### src/rtl/ms_timestamp_gen_if.sv
// Snapshot handshake between the timestamp generator (slave) and its consumer (master).
interface ms_timestamp_gen_if;
  logic        SNAP_REQ;
  logic        SNAP_ACK;
  logic        SNAP_VALID;
  logic [31:0] SNAP_TIME;
  logic        SNAP_OVR;

  modport master (
    output SNAP_REQ, SNAP_ACK,
    input  SNAP_VALID, SNAP_TIME, SNAP_OVR
  );

  modport slave (
    input  SNAP_REQ, SNAP_ACK,
    output SNAP_VALID, SNAP_TIME, SNAP_OVR
  );
endinterface

### src/rtl/ms_timestamp_gen.sv
// Millisecond timebase with 1 kHz tick and a held-snapshot handshake.
// Optional TIMESTAMP_PRESET_EN adds LOAD_STB/LOAD_VAL to preset the ms counter.
module ms_timestamp_gen #(
  parameter int unsigned CYCLES_PER_MS = 1000
) (
  input  logic              CLK_1MHZ_IN,
  input  logic              RESET,
`ifdef TIMESTAMP_PRESET_EN
  input  logic              LOAD_STB,
  input  logic [31:0]       LOAD_VAL,
`endif
  output logic              TICK_1KHZ_OUT,
  output logic [31:0]       TIME_MS_OUT,
  ms_timestamp_gen_if.slave snap
);

  localparam logic [16:0] PRESC_MAX = 17'(CYCLES_PER_MS - 1);

  typedef enum logic {IDLE, HOLD} snap_state_t;

  logic [16:0]  presc;
  logic [31:0]  time_ms;
  logic         tick;
  snap_state_t  state;
  logic         snap_vld;
  logic [31:0]  snap_ts;
  logic         snap_ovr;
  logic         drop;

  always_ff @(posedge CLK_1MHZ_IN) begin
    if (!RESET) begin
      presc   <= '0;
      time_ms <= '0;
      tick    <= 1'b0;
    end else begin
      tick <= 1'b0;
      if (presc == PRESC_MAX) begin
        presc   <= '0;
        time_ms <= time_ms + 32'd1;
        tick    <= 1'b1;
      end else begin
        presc <= presc + 17'd1;
      end
`ifdef TIMESTAMP_PRESET_EN
      // Preset wins over a coincident rollover and swallows its tick.
      if (LOAD_STB) begin
        presc   <= '0;
        time_ms <= LOAD_VAL;
        tick    <= 1'b0;
      end
`endif
    end
  end

  // Capture reads the pre-edge time, so a request on a rollover/load edge sees the old value.
  always_ff @(posedge CLK_1MHZ_IN) begin
    if (!RESET) begin
      state    <= IDLE;
      snap_vld <= 1'b0;
      snap_ts  <= '0;
      snap_ovr <= 1'b0;
      drop     <= 1'b0;
    end else begin
      case (state)
        IDLE: begin
          if (snap.SNAP_REQ) begin
            snap_ts  <= time_ms;
            snap_ovr <= drop;
            drop     <= 1'b0;
            snap_vld <= 1'b1;
            state    <= HOLD;
          end
        end
        HOLD: begin
          if (snap.SNAP_REQ) drop <= 1'b1;
          if (snap.SNAP_ACK) begin
            snap_vld <= 1'b0;
            state    <= IDLE;
          end
        end
        default: state <= IDLE;
      endcase
    end
  end

  assign TICK_1KHZ_OUT   = tick;
  assign TIME_MS_OUT     = time_ms;
  assign snap.SNAP_VALID = snap_vld;
  assign snap.SNAP_TIME  = snap_ts;
  assign snap.SNAP_OVR   = snap_ovr;

endmodule

### src/flat_wrapper.sv
// flat-port wrapper written by rule: the top's interface ports become plain ports
module ms_timestamp_gen_flat 
#(
  parameter int unsigned CYCLES_PER_MS = 1000
)
  (CLK_1MHZ_IN, RESET, TICK_1KHZ_OUT, TIME_MS_OUT, snap_SNAP_REQ, snap_SNAP_ACK, snap_SNAP_VALID, snap_SNAP_TIME, snap_SNAP_OVR);
  ms_timestamp_gen_if snap_i ();
  input  logic CLK_1MHZ_IN;
  input  logic RESET;
  output logic TICK_1KHZ_OUT;
  output logic [31:0] TIME_MS_OUT;
  input wire logic [$bits(snap_i.SNAP_REQ)-1:0] snap_SNAP_REQ;
  input wire logic [$bits(snap_i.SNAP_ACK)-1:0] snap_SNAP_ACK;
  output wire logic [$bits(snap_i.SNAP_VALID)-1:0] snap_SNAP_VALID;
  output wire logic [$bits(snap_i.SNAP_TIME)-1:0] snap_SNAP_TIME;
  output wire logic [$bits(snap_i.SNAP_OVR)-1:0] snap_SNAP_OVR;
  assign snap_i.SNAP_REQ = snap_SNAP_REQ;
  assign snap_i.SNAP_ACK = snap_SNAP_ACK;
  assign snap_SNAP_VALID = snap_i.SNAP_VALID;
  assign snap_SNAP_TIME = snap_i.SNAP_TIME;
  assign snap_SNAP_OVR = snap_i.SNAP_OVR;
  ms_timestamp_gen #(.CYCLES_PER_MS(CYCLES_PER_MS)) u_core (.CLK_1MHZ_IN(CLK_1MHZ_IN), .RESET(RESET), .TICK_1KHZ_OUT(TICK_1KHZ_OUT), .TIME_MS_OUT(TIME_MS_OUT), .snap(snap_i));
endmodule
### config.mk
export PLATFORM = sky130hd
export DESIGN_NAME = ms_timestamp_gen_flat
export DESIGN_NICKNAME = d
export VERILOG_FILES = /design/src/rtl/ms_timestamp_gen_if.sv /design/src/rtl/ms_timestamp_gen.sv /design/src/flat_wrapper.sv
export SDC_FILE = /design/constraint.sdc
export NUM_CORES = 1
export LEC_CHECK = 0
export CAP_MARGIN = 20
export CORE_MARGIN = 5
export CORE_UTILIZATION = 51
export DETAILED_ROUTE_END_ITERATION = 7
export GPL_TIMING_DRIVEN = 0
export PLACE_DENSITY = 0.86
export SKIP_CTS_REPAIR_TIMING = 1
export SYNTH_ARGS = -nofsm -noshare
export SYNTH_HDL_FRONTEND = slang
export SYNTH_SLANG_ARGS = --single-unit
### constraint.sdc
create_clock -name CLK_1MHZ_IN -period 2.75 [get_ports CLK_1MHZ_IN]
set_clock_uncertainty 0.15 [all_clocks]
set_input_delay 0.55 -clock CLK_1MHZ_IN [delete_from_list [all_inputs] [get_ports CLK_1MHZ_IN]]
set_output_delay 0.55 -clock CLK_1MHZ_IN [all_outputs]
set_load 0.05 [all_outputs]
* After elaboration in Yosys (flattened, before gate mapping)
Index checks and enable logic that the tools add are counted.
** Word-level totals
- Memories kept :: 0
- Memory bits (read-only) :: 0
- Logic and storage cells :: 29
- Register bits after elaboration :: 86
- Latch bits :: 0
- Memory bits (writable) :: 0
** Operators by class
- Shifts and indexed selects :: 0
- Bitwise operators :: 2
- Equality and inequality tests :: 4
- Magnitude comparators :: 0
- Add/subtract/negate cells :: 2
- Divide/modulo/power cells :: 0
- Multiply operators :: 0
- Reductions and logical operators :: 4
- Mux-type cells :: 9
** Operators by type and width (count)
- 32-bit by 1-bit adder with 32-bit output, second input constant :: 1
- 17-bit by 1-bit adder with 17-bit output, second input constant :: 1
- 17-bit by 10-bit == test with 1-bit output, second input constant :: 1
- 1-bit two-way mux :: 6
- 2-bit inequality test, second input constant :: 3
- 1-bit case mux with 2 select lines :: 3
- 2-bit AND reduction :: 3
- 1-bit NOT :: 2
- 2-bit OR reduction :: 1

* Logic depth before layout (Yosys ltp)
Gate-level depths: netlist (run 1).
- Depth after elaboration :: 3
- Gate-level depth with buffers :: 7

* Worst setup path before layout (run 1)
Ideal clock, no wire load.
- Path type :: flip-flop to flip-flop
- From :: register u_core.time_ms[2] (netlist: u_core.TIME_MS_OUT[2])
- To :: register u_core.time_ms[22] (netlist: u_core.TIME_MS_OUT[22])
- Cell stages (with the launch flop) :: 7
- Required time :: 2.530 ns
- Data arrival time :: 2.254 ns
- Setup time :: 0.070 ns
- Slack :: 0.276 ns
- Path through :: dfxtp_1 and4_1 buf_4 nand4_1 or3_4 or4_1 a21oi_1
** Between the ends
- Cells in the longest elaborated chain, start to end :: 1
** Ends and longest elaborated chain
- start: declaration :: line ms_timestamp_gen.sv:22 : logic [31:0] time_ms;
- start signal: assignment :: line ms_timestamp_gen.sv:39 : time_ms <= time_ms + 32'd1;
- 32-bit by 1-bit adder with 32-bit output :: line ms_timestamp_gen.sv:39
Every way passes these cells.
A chain may end at the register's enable or synchronous reset.

* Worst setup path in the final report (run 1)
- From :: register u_core.presc[0]
- To :: register u_core.time_ms[20] (netlist: u_core.TIME_MS_OUT[20])
** Between the ends
- Cells in the longest elaborated chain, start to end :: 1
** Ends and longest elaborated chain
- start: declaration :: line ms_timestamp_gen.sv:21 : logic [16:0] presc;
- start signal: assignment :: line ms_timestamp_gen.sv:42 : presc <= presc + 17'd1;
- 17-bit by 10-bit == test with 1-bit output :: line ms_timestamp_gen.sv:37 : if (presc == PRESC_MAX) begin
Every way passes these cells.

==> metrics.log, run 1 <==
[metrics] warning count from the yosys run: 0
[metrics] effective utilization at floorplan: 52.6%
[metrics] via count of the first global-routing pass: 3087
[metrics] Required @ worst endpoint: 2880 ps
[metrics] routed length per placed instance: 14.2 µm
[metrics] DRC violation count after routing: 0
[metrics] hold slack: 303 ps
[metrics] startpoint type of the worst setup path: flip-flop
[metrics] start-to-end type of the worst setup path: flip-flop to flip-flop
[metrics] Final Setup Violations: 0
[metrics] first-pass GRT wire length: 14400 µm
[metrics] Critical Path End Type: flip-flop
[metrics] drt pass-1 iters: 4
[metrics] fraction of registers with async set/reset: 0%
[metrics] antenna cell count: 0
[metrics] net count after synthesis: 435
[metrics] class of the tightest hold or removal check: flip-flop to flip-flop
[metrics] cell family contributing the most delay on the critical path: simple AND/OR/NAND/NOR gates
[metrics] Main synth FF type: dfxtp_1
[metrics] final WL: 8620 µm
[metrics] initial DRC count: 237
[metrics] ratio of cells with drive above 1 in the final layout: 5.29%
[metrics] H-Tree Level Count: 3
[metrics] Tot GR Track Use: 20.3%
[metrics] number of library cell types mapped by synthesis: 41
[metrics] die area: 8820 µm²
[metrics] clock transition at the register clock pins on the worst setup and hold paths after CTS: 80 ps
[metrics] number of max-cap violations: 0
[metrics] gate count of the mapped netlist: 428
[metrics] final setup TNS: 0 ps
[metrics] Max IR drop VDD: 0.284 mV
[metrics] Final ANT Viol Nets: 0
[metrics] Bufs and invs on worst path: 1
[metrics] power density over cell area: 490 nW/µm²
[metrics] Tmin final: 2450 ps
[metrics] source-to-sink clock delay at the later pin of the worst-skew pair: 350 ps
[metrics] cell row count: 30
[metrics] Slew Limit Fails: 0
[metrics] initial antenna violation count: 0
[metrics] Final period util: 89.2%
[metrics] via count: 3325
[metrics] Placer Congestion: 0.840
[metrics] total leakage power: 0.00146 µW
[metrics] CP cell instances: ha_1 -> and4bb_2 -> and4_1 -> buf_2 -> nand4_1 -> or4_1 -> a21oi_1
[metrics] sequential fraction of the synthesis area: 47.9%
[metrics] Area Growth Syn to Fin: 28.3%
[metrics] total of buffers placed on input and output ports: 70
[metrics] sum of net half-perimeters after detailed placement: 6380 µm
[metrics] Net count, final: 516
[metrics] count of flip-flops with a built-in enable after synthesis: 0
[metrics] number of endpoints with negative hold slack in the final report: 0
[metrics] number of buffers on the longest clock path: 2
[metrics] #FFs+latches synth: 86
[metrics] data arrival time of the critical path: 2580 ps
[metrics] fraction of post-synthesis cell area in the top cell type by area: 47.9%
[metrics] residual overflow from global routing: 0
[metrics] Critical Path Fanout Max: 7
[metrics] cell types with the largest area share after synthesis: dfxtp_1 (48%), nand2_1 (9.1%), a21oi_1 (7.8%)
[metrics] Post-Syn Area per Cell: 8.40 µm²
[metrics] cell taking the most area after synthesis: dfxtp_1
[metrics] delay contributed by the slowest stage of the critical path: 490 ps
[metrics] setup repair after global routing missed its margin: no
[metrics] io pins: 71
[metrics] worst slew margin relative to its limit: 61.6%
[metrics] average vias per placed instance: 5.49
[metrics] cts bufs inserted: 9
[metrics] Die Span Y: 93.9 µm
[metrics] reg2reg setup slack: 300 ps
[metrics] CP max-delay cell: or4_1
[metrics] Worst Tran Pin Value: 577 ps
[metrics] TritonCTS clock tree: done
[metrics] core outline area: 6830 µm²
[metrics] number of sinks handled by clock tree synthesis: 86
[metrics] Peak Freq: 407 MHz
[metrics] Clock Root Buffer: clkbuf_8
[metrics] overall die width: 93.9 µm
[metrics] status: finished clean
[metrics] pin count of the biggest net entering global routing: 13
[metrics] cell area after synthesis: 3590 µm²
area by class of cell:
cell class              instances  area (µm²)
repair buffers                 70         701
well taps                      96         120
clock buffers                  10         138
clock inverters                 2        60.1
fillers                       568        2220
multi-input cells             313        1760
plain buffers                  22        90.1
flip-flops and latches         86        1720
inverters                       7        26.3
cells in the mapped netlist, types with 5 or more instances:
library cell	number
a21oi_1	56
and4_1	5
clkbuf_1	17
dfxtp_1	86
inv_1	7
nand2_1	87
nand3_1	19
nand4_1	14
nor2_1	32
nor3_1	8
o21ai_0	10
o31ai_1	7
or3_1	9
or4_1	8
xnor2_1	11
xor2_1	13
worst paths after layout:
path,from,end,depth (start not counted)
max,u_core.presc[0],u_core.TIME_MS_OUT[20],7
min,u_core.snap.SNAP_TIME[12],u_core.snap.SNAP_TIME[12],2
max reg2reg,u_core.presc[0],u_core.TIME_MS_OUT[20],7
min reg2reg,u_core.snap.SNAP_TIME[12],u_core.snap.SNAP_TIME[12],2
through the flow:
step	area, µm²	std cells	setup slack (ps)	total power, µW	util (%)
floorplan	3590	428	276	1340	-
detailed placement	4410	594	223	1370	64.6
global placement	4410	594	293	1370	64.6
CTS	4610	606	321	2280	67.5
finish	4610	606	296	2260	67.5
global route	4610	606	96.8	2350	67.5
power by group:
part	total, µW	switching [µW]	leakage [µW]	internal (µW)
clock	920	404	0.000100	517
sequential	1260	8.37	0.000694	1250
combinational	79.6	58.9	0.000664	20.7
layer usage:
metal,global-route usage [%],up-vias,share of wire [%]
met5,0,-,0
met4,9.99,0,1.3
met3,3.93,12,6.3
met2,33.5,100,51
met1,25.3,1558,42
li1,-,1655,-
sequential cells by signal, summed over array words and instances, names as in the netlist:
register                flops
u_core.TICK_1KHZ_OUT        1
u_core.TIME_MS_OUT         32
u_core.drop                 1
u_core.presc               17
u_core.snap.SNAP_OVR        1
u_core.snap.SNAP_TIME      32
u_core.snap.SNAP_VALID      1
u_core.state                1
layout by cell type (no fill, tap or decap), drive strengths merged, types with 2 or more instances in the layout:
cell and count:
and4 5, xnor2 11, nor3 9, clkbuf 27, o21ai 11, nor2 32, and3 4, or4 8
nand3 19, mux2i 2, xor2 13, dfxtp 86, nor4 3, buf 5, nand2 87, or3 11
ha 3, nand2b 3, and2 3, inv 7, nand4 16, nand4b 2, clkdlybuf4s50 70, bufinv 2
o31ai 7, a21oi 56
worst register-to-register path, stage by stage (launching register included):
cell      delay [ps]
dfxtp_1          440
ha_1             230
and4bb_2         290
and4_1           180
buf_2            180
nand4_1          280
or4_1            490
a21oi_1          150
cells by family after synthesis:
family          Yosys count  share of synthesized area, %
compound gates           78                          11.7
xor+xnor                 24                          5.85
fa+ha+maj                 3                          1.04
buf+inv                  29                          3.24
flops                    86                          47.9
mux                       2                         0.557
simple gates            206                          29.7
(Power assumes the default switching activity.)
==> run 2: changes to the inputs <==
--- a/config.mk
+++ b/config.mk
@@ -6,8 +6,10 @@
 export NUM_CORES = 1
 export LEC_CHECK = 0
 export CAP_MARGIN = 20
+export CELL_PAD_IN_SITES_DETAIL_PLACEMENT = 1
+export CELL_PAD_IN_SITES_GLOBAL_PLACEMENT = 2
 export CORE_MARGIN = 5
-export CORE_UTILIZATION = 51
+export CORE_UTILIZATION = 30
 export DETAILED_ROUTE_END_ITERATION = 7
 export GPL_TIMING_DRIVEN = 0
 export PLACE_DENSITY = 0.86
==> run 2 against run 1 <==
Against the previous run: first-iteration DRC count decreased by 32%; sequential power is essentially flat; sequential share of layout area fell by 1.3 points; power grew 12%; via count is essentially flat; final cell count up 9.2%; non-clock buffer count up 1; global-route usage fell by 5.2 points.
==> metrics.log, run 2 (same netlist as run 1, synthesis figures left out) <==
[metrics] status: finished clean
[metrics] initial antenna violation count: 0 (unchanged)
[metrics] Placement Setup Slack: 81.5 ps (-142 ps)
[metrics] Final Setup Violations: 0 (unchanged)
[metrics] number of endpoints with negative hold slack in the final report: 0 (unchanged)
[metrics] initial DRC count: 162 (-32%)
[metrics] Tot GR Track Use: 15.2% (-5.2 points)
[metrics] data arrival time of the critical path: 2580 ps (about the same)
[metrics] top library cells by usage in the layout, fill and taps aside: nand2_1 (87), dfxtp_1 (86), clkdlybuf4s50_1 (70)
[metrics] Max IR drop VDD: 0.273 mV (-3.8%)
[metrics] Area Growth Syn to Fin: 32.9%
[metrics] met1 GRT Util: 18.6% (-6.7 points)
[metrics] pin count of the biggest net entering global routing: 14 (+1)
[metrics] Worst Tran Pin Value: 609 ps (+32.5 ps)
[metrics] effective utilization at floorplan: 30.3% (-22 points)
[metrics] GRT busiest layer: met2
[metrics] CP cell instances: ha_1 -> and4bb_2 -> nand4_4 -> or3_4 -> or4_1 -> a21oi_1
[metrics] met2 GRT Util: 25.6% (-7.9 points)
[metrics] most common cell after layout, fill and taps aside: nand2_1
[metrics] sum of net half-perimeters after detailed placement: 7690 µm (+21%)
[metrics] core outline area: 11900 µm² (+74%)
[metrics] final setup TNS: 0 ps (unchanged)
[metrics] clock transition at the register clock pins on the worst setup and hold paths after CTS: 60 ps (-20 ps)
[metrics] sequential power share: 50.0% (-5.7 points)
[metrics] Net count, final: 517 (+0.19%)
[metrics] Net Sw Frac: 22.5% (+1.7 points)
[metrics] total of buffers placed on input and output ports: 70 (unchanged)
[metrics] reg2reg setup slack: 290 ps (about the same)
[metrics] cell row count: 40 (+33%)
[metrics] TritonCTS clock tree: done
[metrics] part of the total power dissipated in the clock network: 46.7% (+6.0 points)
[metrics] startpoint type of the worst setup path: flip-flop
[metrics] met3 global-route usage: 3.85% (-0.080 points)
[metrics] final WL: 10400 µm (+21%)
[metrics] number of sinks handled by clock tree synthesis: 86 (unchanged)
[metrics] average vias per placed instance: 5.02 (-8.4%)
[metrics] Peak Freq: 407 MHz (-0.11%)
[metrics] overall die width: 119 µm (+27%)
[metrics] Critical Path End Type: flip-flop
[metrics] Required @ worst endpoint: 2870 ps (about the same)
[metrics] cts bufs inserted: 9 (unchanged)
[metrics] first-pass GRT wire length: 17600 µm (+21%)
[metrics] delay contributed by the slowest stage of the critical path: 480 ps (about the same)
[metrics] ratio of cells with drive above 1 in the final layout: 6.41% (+1.1 points)
[metrics] class of the tightest hold or removal check: flip-flop to flip-flop
[metrics] sw power: 568 µW (+21%)
[metrics] io pins: 71 (unchanged)
[metrics] power density over cell area: 528 nW/µm² (+7.8%)
[metrics] drt pass-1 iters: 4 (unchanged)
[metrics] Final ANT Viol Nets: 0 (unchanged)
[metrics] CP max-delay cell: or4_1
[metrics] Tmin final: 2460 ps (+2.62 ps)
[metrics] Clock Root Buffer: clkbuf_16
[metrics] Critical Path Fanout Max: 7 (unchanged)
[metrics] number of buffers on the longest clock path: 2 (unchanged)
[metrics] via count of the first global-routing pass: 3433 (+11%)
[metrics] DRC violation count after routing: 0 (unchanged)
[metrics] # fillers: 1422 (+150%)
[metrics] setup repair after global routing missed its margin: no
[metrics] cell family contributing the most delay on the critical path: simple AND/OR/NAND/NOR gates
[metrics] H-Tree Level Count: 3 (unchanged)
[metrics] Die Span Y: 119 µm (+27%)
[metrics] residual overflow from global routing: 0 (unchanged)
[metrics] routed length per placed instance: 15.7 µm (+11%)
[metrics] via count: 3326 (+0.030%)
[metrics] total internal power: 1950 µW (+9.2%)
[metrics] final worst-path setup slack: 293 ps (-2.62 ps)
[metrics] number of max-cap violations: 0 (unchanged)
[metrics] die area: 14300 µm² (+62%)
[metrics] source-to-sink clock delay at the later pin of the worst-skew pair: 340 ps (about the same)
[metrics] combinational group share of total power: 3.3% (-0.2 points)
[metrics] Slew Limit Fails: 0 (unchanged)
[metrics] Bufs and invs on worst path: 0 (-1)
[metrics] start-to-end type of the worst setup path: flip-flop to flip-flop
[metrics] worst slew margin relative to its limit: 59.4% (-2.2 points)
[metrics] total leakage power: 0.00151 µW (+3.8%)
[metrics] antenna cell count: 0 (unchanged)
[metrics] Placer Congestion: 0.754 (-10%)
[metrics] Final period util: 89.3% (+0.095 points)
==> run 2: cell count changes in the layout (fill, tap and decap cells not counted) <==
| cell | before | now |
|---|---|---|
| clkbuf_16 | 0 | 9 |
| clkbuf_8 | 10 | 3 |
| clkinv_2 | 0 | 4 |
| buf_4 | 1 | 3 |
| bufinv_16 | 2 | 0 |
| clkbuf_1 | 17 | 16 |
==> run 2: power by group through the flow <==
stage	sequential (µW)	combinational, µW	clock (µW)
2_1_floorplan	1290	46.8	0
3_3_place_gp	1290	84.3	0
3_5_place_dp	1290	85.5	0
4_1_cts	1260	85.8	1210
5_1_grt	1260	94.7	1250
6_report	1260	82.5	1180
==> run 2: cell type report <==
cell class | count | area, µm² | share of cell area (%)
clock buffers | 12 | 267 | 5.58
flip-flops and latches | 86 | 1720 | 36.0
multi-input cells | 313 | 1760 | 36.8
repair buffers | 72 | 716 | 15.0
clock inverters | 4 | 20.0 | 0.419
well taps | 147 | 184 | 3.85
plain buffers | 21 | 86.3 | 1.81
inverters | 7 | 26.3 | 0.550
==> run 2: metrics by stage <==
stage	total power [µW]	cells	instance area (µm²)	hold slack, ps	util [%]
2_1_floorplan	1340	428	3590	281	-
3_3_place_gp	1370	645	4480	292	37.8
3_5_place_dp	1370	645	4480	300	37.8
4_1_cts	2560	661	4760	310	40.2
5_1_grt	2600	662	4780	330	40.3
6_report	2520	662	4780	304	40.3
==> run 2: path summary, 6_finish.rpt <==
check                           cells after the start                         to                      start
worst max-delay path                                6     u_core.TIME_MS_OUT[21]            u_core.presc[0]
worst min-delay path                                2  u_core.snap.SNAP_TIME[29]  u_core.snap.SNAP_TIME[29]
worst max register to register                      6     u_core.TIME_MS_OUT[21]            u_core.presc[0]
worst min register to register                      2  u_core.snap.SNAP_TIME[29]  u_core.snap.SNAP_TIME[29]
==> run 2: worst register-to-register path, stage by stage (launching register included) <==
cell	delay (ps)
dfxtp_1	440
ha_1	250
and4bb_2	290
nand4_4	150
or3_4	460
or4_1	480
a21oi_1	160
==> run 2: metal layers <==
layer | wire length (µm) | vias to the layer above
li1 | - | 1640
met1 | 4790 | 1609
met2 | 4980 | 61
met3 | 460 | 16
met4 | 180 | 0
met5 | 0 | -
==> run 3: changes to the inputs <==
--- a/config.mk
+++ b/config.mk
@@ -10,6 +10,7 @@
 export CELL_PAD_IN_SITES_GLOBAL_PLACEMENT = 2
 export CORE_MARGIN = 5
 export CORE_UTILIZATION = 30
+export CTS_BUF_LIST = sky130_fd_sc_hd__clkbuf_4 sky130_fd_sc_hd__clkbuf_8 sky130_fd_sc_hd__clkbuf_16
 export DETAILED_ROUTE_END_ITERATION = 7
 export GPL_TIMING_DRIVEN = 0
 export PLACE_DENSITY = 0.86
@@ -17,3 +18,4 @@
 export SYNTH_ARGS = -nofsm -noshare
 export SYNTH_HDL_FRONTEND = slang
 export SYNTH_SLANG_ARGS = --single-unit
+export TNS_END_PERCENT = 20
==> run 3 against run 2 <==
Against the previous run: worst hold slack about the same; final area down 0.31%; register-to-register slack worse by 70 ps; final cell count down 0.30%; via count down 0.54%; die area unchanged; sequential power about the same; non-clock buffer count down 2; flip-flop and latch count unchanged; critical endpoint is now u_core.TIME_MS_OUT[20]; largest cell class unchanged.
==> metrics.log, run 3 (same netlist as run 1, synthesis figures left out) <==
[metrics] status: finished clean
[metrics] cts bufs inserted: 9 (unchanged)
[metrics] final worst-path setup slack: 221 ps (-71.9 ps)
[metrics] Final Setup Violations: 0 (unchanged)
[metrics] CP max-delay cell: or4_1
[metrics] overall die width: 119 µm (unchanged)
[metrics] initial DRC count: 121 (-25%)
[metrics] effective utilization at floorplan: 30.3% (unchanged)
[metrics] ratio of cells with drive above 1 in the final layout: 6.04% (-0.36 points)
[metrics] top library cells by usage in the layout, fill and taps aside: nand2_1 (87), dfxtp_1 (86), clkdlybuf4s50_1 (70)
[metrics] core outline area: 11900 µm² (unchanged)
[metrics] setup repair after global routing missed its margin: yes
[metrics] most common cell after layout, fill and taps aside: nand2_1
[metrics] Die Span Y: 119 µm (unchanged)
[metrics] start point of the critical path: u_core.presc[0]
[metrics] H-Tree Level Count: 3 (unchanged)
[metrics] Placement Setup Slack: 81.5 ps (unchanged)
[metrics] drt pass-1 iters: 4 (unchanged)
[metrics] Placer Congestion: 0.754 (unchanged)
[metrics] count of non-filler cells in the finished layout: 660 (-0.30%)
[metrics] pin count of the biggest net entering global routing: 14 (unchanged)
[metrics] Max IR drop VDD: 0.273 mV (about the same)
[metrics] number of sinks handled by clock tree synthesis: 86 (unchanged)
[metrics] number of endpoints with negative hold slack in the final report: 0 (unchanged)
[metrics] launch point of the worst reg-to-reg path: u_core.presc[0]
[metrics] Net count, final: 515 (-0.39%)
[metrics] data arrival time of the critical path: 2650 ps (+70 ps)
[metrics] post-placement cell count: 645 (unchanged)
[metrics] destination of the worst hold path: u_core.snap.SNAP_TIME[29]
[metrics] cell row count: 40 (unchanged)
[metrics] first-pass GRT wire length: 17600 µm (unchanged)
[metrics] DRC violation count after routing: 0 (unchanged)
[metrics] average vias per placed instance: 5.01 (-0.24%)
[metrics] Final ANT Viol Nets: 0 (unchanged)
[metrics] source-to-sink clock delay at the later pin of the worst-skew pair: 340 ps (about the same)
[metrics] startpoint type of the worst setup path: flip-flop
[metrics] start-to-end type of the worst setup path: flip-flop to flip-flop
[metrics] io pins: 71 (unchanged)
[metrics] final WL: 10400 µm (-0.43%)
[metrics] total of buffers placed on input and output ports: 70 (unchanged)
[metrics] Worst Tran Pin Value: 616 ps (+6.53 ps)
[metrics] number of max-cap violations: 0 (unchanged)
[metrics] via count of the first global-routing pass: 3433 (unchanged)
[metrics] Clock Root Buffer: clkbuf_16
[metrics] Final period util: 91.9% (+2.6 points)
[metrics] final setup TNS: 0 ps (unchanged)
[metrics] hold slack: 304 ps (-0.0260 ps)
[metrics] delay contributed by the slowest stage of the critical path: 500 ps (+20 ps)
[metrics] Required @ worst endpoint: 2870 ps (about the same)
[metrics] reg2reg setup slack: 220 ps (-70 ps)
[metrics] antenna cell count: 0 (unchanged)
[metrics] Slew Limit Fails: 0 (unchanged)
[metrics] via count: 3308 (-0.54%)
[metrics] residual overflow from global routing: 0 (unchanged)
[metrics] die area: 14300 µm² (unchanged)
[metrics] Peak Freq: 395 MHz (-2.8%)
[metrics] power density over cell area: 530 nW/µm² (+0.38%)
[metrics] Area Growth Syn to Fin: 32.5%
[metrics] Critical Path End Type: flip-flop
[metrics] worst slew margin relative to its limit: 59.0% (-0.44 points)
[metrics] number of buffers on the longest clock path: 2 (unchanged)
[metrics] initial antenna violation count: 0 (unchanged)
[metrics] Tot GR Track Use: 15.2% (unchanged)
[metrics] Tmin final: 2530 ps (+71.9 ps)
[metrics] total leakage power: 0.00150 µW (-0.55%)
[metrics] Min-Delay Startpoint: u_core.snap.SNAP_TIME[29]
[metrics] routed length per placed instance: 15.7 µm (-0.13%)
[metrics] TritonCTS clock tree: done
[metrics] clock transition at the register clock pins on the worst setup and hold paths after CTS: 60 ps (about the same)
[metrics] R2R Path End: u_core.TIME_MS_OUT[20]
[metrics] Worst Hold Path Cells: 2 (unchanged)
[metrics] Critical Path Fanout Max: 7 (unchanged)
[metrics] overall power: 2520 µW (about the same)
[metrics] depth of the most critical reg-to-reg path: 7 (+1)
[metrics] sum of net half-perimeters after detailed placement: 7690 µm (unchanged)
[metrics] CP cell instances: ha_1 -> and4bb_2 -> and4_1 -> buf_2 -> nand4_1 -> or4_1 -> a21oi_1
[metrics] class of the tightest hold or removal check: flip-flop to flip-flop
run 3: cell types whose count changed in the layout (fill, tap and decap cells not counted):
cell,before,now
buf_4,3,1
run 3: area by class of cell:
cell class                      instances  area [µm²]
Buffer                                 21        86.3
Tap cell                              147         184
Fill cell                            1422        7100
Multi-Input combinational cell        313        1760
Clock buffer                           12         267
Inverter                                7        26.3
Timing Repair Buffer                   70         701
Sequential cell                        86        1720
Clock inverter                          4        20.0
run 3: power by group:
group	total [µW]	internal, µW	switching, µW
clock network	1180	680	499
logic	82.7	20.6	62.1
registers	1260	1250	8.72
total	2520	1950	570
run 3: metal layers:
metal | vias to the layer above | track usage (%) | routed length, µm
met2 | 57 | 25.6 | 4940
met5 | - | 0 | 0
met4 | 0 | 5.65 | 180
li1 | 1636 | - | -
met1 | 1599 | 18.6 | 4800
met3 | 16 | 3.85 | 438
run 3: through the flow:
stage / area, µm² / util, %
finish: 4760 / 40.1
global route: 4760 / 40.1
CTS: 4760 / 40.2
detailed placement: 4480 / 37.8
global placement: 4480 / 37.8
floorplan: 3590 / -
run 3: how the worst max path moves through the flow:
| stage | cells after the start | end | slack (ps) |
|---|---|---|---|
| 6_report | 7 | u_core.TIME_MS_OUT[20] | 220 |
| 5_1_grt | 7 | u_core.TIME_MS_OUT[20] | -20 |
| 4_1_cts | 7 | u_core.presc[11] | 120 |
| 3_5_place_dp | 5 | u_core.TIME_MS_OUT[4] | 80 |
| 3_3_place_gp | 5 | u_core.TIME_MS_OUT[5] | 60 |
| 2_1_floorplan | 6 | u_core.TIME_MS_OUT[22] | 280 |
run 3: worst max-delay path: cells and delay by family, from the launching register on:
kind	cells	cell delay, ps
adder cells (fa/ha/maj)	1	250
AO/OA/AOI/OAI	1	140
buffers and inverters	1	180
flip-flops	1	450
AND/OR/NAND/NOR	4	1290
